<file path="config.mk">
export PLATFORM = sky130hd
export DESIGN_NAME = dsp48e2_simd_alu_flat
export DESIGN_NICKNAME = d
export VERILOG_FILES = /design/src/rtl/dsp_pkg.sv /design/src/rtl/dsp48e2_simd_alu_if.sv /design/src/rtl/dsp_simd_lane.sv /design/src/rtl/dsp48e2_simd_alu.sv /design/src/flat_wrapper.sv
export SDC_FILE = /design/constraint.sdc
export NUM_CORES = 1
export LEC_CHECK = 0
export CORE_MARGIN = 2
export CORE_UTILIZATION = 69
export DETAILED_ROUTE_END_ITERATION = 8
export DONT_BUFFER_PORTS = 1
export PLACE_DENSITY = 0.84
export SETUP_SLACK_MARGIN = 0.02
export SLEW_MARGIN = 20
export SYNTH_ARGS = -nofsm -noshare
export SYNTH_HDL_FRONTEND = slang
export SYNTH_SLANG_ARGS = --single-unit
</file>
<file path="constraint.sdc">
create_clock -name vclk -period 38.2
set_input_delay 5.73 -clock vclk [all_inputs]
set_output_delay 5.73 -clock vclk [all_outputs]
set_load 0.02 [all_outputs]
</file>
<file path="src/rtl/dsp_pkg.sv">
// Shared types and constants for the SIMD post-adder/ALU: lane split modes,
// ALUMODE codes, OPMODE field values and the segment carry-link map.
package dsp_pkg;

  typedef enum logic [1:0] {
    ONE48  = 2'd0,
    TWO24  = 2'd1,
    FOUR12 = 2'd2
  } simd_mode_e;

  localparam int SEG_W  = 12;
  localparam int N_SEG  = 4;
  localparam int DATA_W = SEG_W * N_SEG;

  localparam logic [3:0] ALU_ADD      = 4'b0000;
  localparam logic [3:0] ALU_NOTZ_ADD = 4'b0001;
  localparam logic [3:0] ALU_NOT_SUM  = 4'b0010;
  localparam logic [3:0] ALU_SUB      = 4'b0011;

  localparam logic [1:0] X_P    = 2'b10;
  localparam logic [1:0] X_AB   = 2'b11;
  localparam logic [1:0] Y_ONES = 2'b11;
  localparam logic [2:0] Z_P    = 3'b010;
  localparam logic [2:0] Z_C    = 3'b011;
  localparam logic [1:0] W_C    = 2'b11;

  // Bit s set means 12-bit segment s takes its carry from segment s-1,
  // i.e. segments s-1 and s belong to the same SIMD lane.
  function automatic logic [3:0] seg_link(input simd_mode_e mode);
    logic [3:0] link;
    case (mode)
      TWO24:   link = 4'b1010;
      FOUR12:  link = 4'b0000;
      default: link = 4'b1110;
    endcase
    return link;
  endfunction

endpackage

</file>
<file path="src/rtl/dsp48e2_simd_alu_if.sv">
// Operand/result bundle of the SIMD ALU; the master drives operands and
// controls, the slave returns P and the per-lane carries.
interface dsp48e2_simd_alu_if;
  logic        cep;
  logic [29:0] a;
  logic [17:0] b;
  logic [47:0] c;
  logic        carryin;
  logic [3:0]  alumode;
  logic [8:0]  opmode;
  logic [47:0] p;
  logic [3:0]  carryout;

  modport master (
    output cep, a, b, c, carryin, alumode, opmode,
    input  p, carryout
  );

  modport slave (
    input  cep, a, b, c, carryin, alumode, opmode,
    output p, carryout
  );
endinterface

</file>
<file path="src/rtl/dsp_simd_lane.sv">
// One W-bit segment of the post-adder: optional Z inversion, four-operand
// add with a 2-bit chained carry, optional output inversion.
module dsp_simd_lane
  import dsp_pkg::*;
#(
  parameter int W = 12
) (
  input  logic [W-1:0] w,
  input  logic [W-1:0] x,
  input  logic [W-1:0] y,
  input  logic [W-1:0] z,
  input  logic [1:0]   cin,
  input  logic [3:0]   alumode,
  output logic [W-1:0] res,
  output logic [1:0]   cout
);

  logic         inv_z;
  logic         inv_out;
  logic [W-1:0] z_eff;
  logic [W+1:0] sum_full;

  // Four W-bit operands plus a carry of up to 3 fit in W+2 bits, so the
  // upper two bits carry exactly into the next segment when chained.
  always_comb begin
    inv_z    = (alumode == ALU_NOTZ_ADD) || (alumode == ALU_SUB);
    inv_out  = (alumode == ALU_NOT_SUM)  || (alumode == ALU_SUB);
    z_eff    = inv_z ? ~z : z;
    sum_full = {2'b00, w} + {2'b00, x} + {2'b00, y} + {2'b00, z_eff}
             + {{W{1'b0}}, cin};
    res      = inv_out ? ~sum_full[W-1:0] : sum_full[W-1:0];
    cout     = sum_full[W+1:W];
  end

endmodule

</file>
<file path="src/rtl/dsp48e2_simd_alu.sv">
// DSP48E2-style post-adder/ALU without multiplier: W/X/Y/Z muxes, SIMD lane
// split over four 12-bit segments, optional P/CARRYOUT register.
module dsp48e2_simd_alu
  import dsp_pkg::*;
#(
  parameter string USE_SIMD = "TWO24",
  parameter int    PREG     = 0
) (
  input  logic                 clock,
  input  logic                 reset,
  dsp48e2_simd_alu_if.slave    bus
);

  localparam simd_mode_e MODE = (USE_SIMD == "FOUR12") ? FOUR12 :
                                (USE_SIMD == "TWO24")  ? TWO24  : ONE48;
  localparam logic [3:0] LINK   = seg_link(MODE);
  localparam bit         PREG_ON = (PREG != 0);

  logic [DATA_W-1:0] ab;
  logic [DATA_W-1:0] p_fb;
  logic [DATA_W-1:0] w_mux;
  logic [DATA_W-1:0] x_mux;
  logic [DATA_W-1:0] y_mux;
  logic [DATA_W-1:0] z_mux;
  logic [DATA_W-1:0] p_alu;
  logic [3:0]        co_alu;
  logic [1:0]        seg_cout [N_SEG];

  logic [DATA_W-1:0] p_d;
  logic [DATA_W-1:0] p_q;
  logic [3:0]        co_d;
  logic [3:0]        co_q;

  assign ab = {bus.a, bus.b};
  // Without the output register there is no P to feed back; returning 0
  // keeps the datapath free of a combinational loop.
  assign p_fb = PREG_ON ? p_q : '0;

  always_comb begin
    x_mux = '0;
    y_mux = '0;
    z_mux = '0;
    w_mux = '0;
    case (bus.opmode[1:0])
      X_AB:    x_mux = ab;
      X_P:     x_mux = p_fb;
      default: x_mux = '0;
    endcase
    if (bus.opmode[3:2] == Y_ONES) begin
      y_mux = '1;
    end
    case (bus.opmode[6:4])
      Z_C:     z_mux = bus.c;
      Z_P:     z_mux = p_fb;
      default: z_mux = '0;
    endcase
    if (bus.opmode[8:7] == W_C) begin
      w_mux = bus.c;
    end
  end

  genvar gi;
  generate
    for (gi = 0; gi < N_SEG; gi++) begin : g_seg
      logic [1:0] cin_seg;

      if (gi == 0) begin : g_first
        assign cin_seg = {1'b0, bus.carryin};
      end else begin : g_chain
        assign cin_seg = LINK[gi] ? seg_cout[gi-1] : 2'b00;
      end

      dsp_simd_lane #(.W(SEG_W)) u_lane (
        .w       (w_mux[gi*SEG_W +: SEG_W]),
        .x       (x_mux[gi*SEG_W +: SEG_W]),
        .y       (y_mux[gi*SEG_W +: SEG_W]),
        .z       (z_mux[gi*SEG_W +: SEG_W]),
        .cin     (cin_seg),
        .alumode (bus.alumode),
        .res     (p_alu[gi*SEG_W +: SEG_W]),
        .cout    (seg_cout[gi])
      );

      // A lane reports its carry on the bit of its most significant segment.
      if (gi == N_SEG - 1) begin : g_top
        assign co_alu[gi] = |seg_cout[gi];
      end else begin : g_mid
        assign co_alu[gi] = LINK[gi+1] ? 1'b0 : |seg_cout[gi];
      end
    end
  endgenerate

  always_comb begin
    p_d  = p_q;
    co_d = co_q;
    if (bus.cep) begin
      p_d  = p_alu;
      co_d = co_alu;
    end
  end

  always_ff @(posedge clock) begin
    if (reset) begin
      p_q  <= '0;
      co_q <= '0;
    end else begin
      p_q  <= p_d;
      co_q <= co_d;
    end
  end

  assign bus.p        = PREG_ON ? p_q  : p_alu;
  assign bus.carryout = PREG_ON ? co_q : co_alu;

endmodule

</file>
<file path="src/flat_wrapper.sv">
// flat-port wrapper written by rule: the top's interface ports become plain ports
module dsp48e2_simd_alu_flat import dsp_pkg::*;
#(
  parameter string USE_SIMD = "     ",
  parameter int    PREG     = 0
)
  (clock, reset, bus_cep, bus_a, bus_b, bus_c, bus_carryin, bus_alumode, bus_opmode, bus_p, bus_carryout);
  dsp48e2_simd_alu_if bus_i ();
  input  logic clock;
  input  logic reset;
  input wire logic [$bits(bus_i.cep)-1:0] bus_cep;
  input wire logic [$bits(bus_i.a)-1:0] bus_a;
  input wire logic [$bits(bus_i.b)-1:0] bus_b;
  input wire logic [$bits(bus_i.c)-1:0] bus_c;
  input wire logic [$bits(bus_i.carryin)-1:0] bus_carryin;
  input wire logic [$bits(bus_i.alumode)-1:0] bus_alumode;
  input wire logic [$bits(bus_i.opmode)-1:0] bus_opmode;
  output wire logic [$bits(bus_i.p)-1:0] bus_p;
  output wire logic [$bits(bus_i.carryout)-1:0] bus_carryout;
  assign bus_i.cep = bus_cep;
  assign bus_i.a = bus_a;
  assign bus_i.b = bus_b;
  assign bus_i.c = bus_c;
  assign bus_i.carryin = bus_carryin;
  assign bus_i.alumode = bus_alumode;
  assign bus_i.opmode = bus_opmode;
  assign bus_p = bus_i.p;
  assign bus_carryout = bus_i.carryout;
  dsp48e2_simd_alu #(.USE_SIMD(USE_SIMD), .PREG(PREG)) u_core (.clock(clock), .reset(reset), .bus(bus_i));
endmodule
</file>
==> impl_metrics.json <==
{
  "vias": 4954,
  "critical_path_arrival_ns": 18.82,
  "timing.final.crit_share": 0.643,
  "internal_power_mw": 0.0580,
  "worst_pin_slew_ns": 0.887,
  "wl_per_cell_um": 16.8,
  "crit_fanout": 34,
  "fmax_mhz": 40.7,
  "total_power_mw": 0.163,
  "cpMostUsedCell": "fa_1",
  "nets": 1005,
  "critPathMaxStageDelay_ns": 0.67,
  "final_area_um2": 6190,
  "routed.top_layer": "met4",
  "ios": 165,
  "cts_resized": 0,
  "layout.area.seq_um2": 0,
  "drtIter0Drc": 140,
  "synth_cells": 764,
  "switching_share": 0.645,
  "overflow": 0,
  "setup_viol": 0,
  "max_cap_viol_count": 0,
  "pre_cts_ws_ns": 13.67,
  "port_buffers": 0,
  "setup_ws_ns": 13.65,
  "final-hold-violation-count": 0,
  "seq_cell_count": 0,
  "synth.distinct_cells": 49,
  "layout-drive-gt1-share": 0.0176,
  "rsz0062_at_grt": "no",
  "first_pass_iters": 4,
  "slew_headroom": 0.408,
  "yosysSeqAreaShare": 0,
  "dieWidth_um": 98.3,
  "min_period_ns": 24.55,
  "cp_slowest_cell": "fa_1",
  "setup_tns_ns": 0,
  "final_common_cell": "inv_1",
  "vdd_drop_max_mv": 0.0162,
  "seq_power_share": 0,
  "place_congestion": 0.869,
  "wl_met2_um": 7450,
  "syn_area_um2": 6130,
  "grt_use_total": 0.298,
  "area_growth_pct": 0.857,
  "dpl-instance-area_um2": 6190,
  "run_status": "completed",
  "netSwitchingPower_mw": 0.105,
  "synth.avg_cell_area_um2": 8.03,
  "antenna_left": 0,
  "p_clk_frac": 0,
  "required_ns": 32.47,
  "antenna_found_initial": 0,
  "dieArea_um2": 9660,
  "grt_pass1_wl_um": 24300,
  "nClkBuffers": 0,
  "viasPerCell": 5.85,
  "layout_common_cells": "128 x inv_1, 117 x nand2_1, 103 x fa_1",
  "critical_path_buf_inv_count": 7,
  "min_path_type": "in2out",
  "ys_warn_count": 0,
  "start_util": 0.707,
  "power-per-cell-area_nw_per_um2": 26.4,
  "diodes": 0,
  "critical_path.top_delay_family": "adder cells",
  "hold_ws_ns": 11.88,
  "grt_pass1_vias": 5392,
  "drc": 0,
  "wirelength_um": 14200,
  "wl_met1_um": 5490,
  "crit_type": "in2out",
  "fp.coreArea_um2": 8680,
  "power.leakage_nw": 3.17,
  "rows": 34,
  "grt_max_degree": 49,
  "start_kind": "input pin",
  "p_comb_frac": 1.000,
  "route.met3.wl_um": 1030,
  "fp.dieH_um": 98.3,
  "crit_path_end_kind": "output port",
  "slew_viol_final": 0,
  "hold_buffers": 0,
  "dp_hpwl_um": 11100,
  "post-cts-setup-buffers": 0
}
-- final timing paths --
| kind | from | to | slack [ns] | cells after the start |
|---|---|---|---|---|
| min | bus_c[12] | bus_p[12] | 11.88 | 3 |
| max | bus_opmode[2] | bus_carryout[3] | 13.65 | 46 |
-- per-layer routing --
layer | vias to the layer above | GRT usage
li1 | 2333 | -
met5 | - | 0
met1 | 2431 | 0.372
met3 | 18 | 0.0344
met2 | 172 | 0.558
met4 | 0 | 0.0569
-- stage by stage --
step	utilization	cells
final	0.713	847
after floorplan	-	766
after CTS	0.713	847
after global routing	0.713	847
after global placement	0.713	847
after detailed placement	0.713	847
-- cell families after synthesis --
kind of cell,count (synthesis),share of synthesized area
other cells,1,0.000611
buf+inv,160,0.103
compound gates,93,0.0955
simple gates,222,0.172
fa+ha+maj,151,0.434
xor+xnor,137,0.196
-- final cells by class --
| type | instances | area, um2 |
|---|---|---|
| timing repair buffer | 5 | 37.5 |
| inverter | 128 | 480 |
| tap | 108 | 135 |
| fill | 671 | 2490 |
| multi-input combinational | 606 | 5530 |
-- Yosys cell counts, types with 2 or more instances --
library cell | instances | area (um2)
and2_1 | 3 | 18.8
o21ai_1 | 8 | 40.0
o211ai_1 | 5 | 37.5
xnor2_1 | 79 | 692
a21o_1 | 6 | 45.0
fa_1 | 103 | 2060
o31ai_1 | 4 | 30.0
nand2b_1 | 9 | 56.3
buf_4 | 5 | 37.5
inv_1 | 128 | 480
a211o_1 | 3 | 26.3
xor2_1 | 58 | 508
ha_1 | 48 | 601
clkbuf_1 | 18 | 67.6
nand3_1 | 5 | 25.0
nand4_1 | 2 | 12.5
buf_2 | 8 | 40.0
o21a_1 | 7 | 52.6
nor3_1 | 3 | 15.0
and3_1 | 42 | 263
a211oi_1 | 4 | 30.0
nor2_1 | 18 | 67.6
a21oi_1 | 31 | 155
o21ai_0 | 12 | 60.1
nand2_1 | 118 | 443
nor4_1 | 3 | 18.8
or4_1 | 2 | 15.0
nor2b_1 | 11 | 68.8
-- power groups by stage --
stage | Sequential (mW) | Clock (mW) | Combinational [mW]
6_report | 0 | 0 | 0.163
2_1_floorplan | 0 | 0 | 0.139
5_1_grt | 0 | 0 | 0.180
3_3_place_gp | 0 | 0 | 0.155
3_5_place_dp | 0 | 0 | 0.162
4_1_cts | 0 | 0 | 0.163
-- worst min-delay path: cells and delay by family --
kind | cells | cell delay, ns
fa+ha+maj | 1 | 0.18
xor+xnor | 1 | 0.17
simple gates | 1 | 0.07
Note: power is estimated with default switching activity, not from simulation.
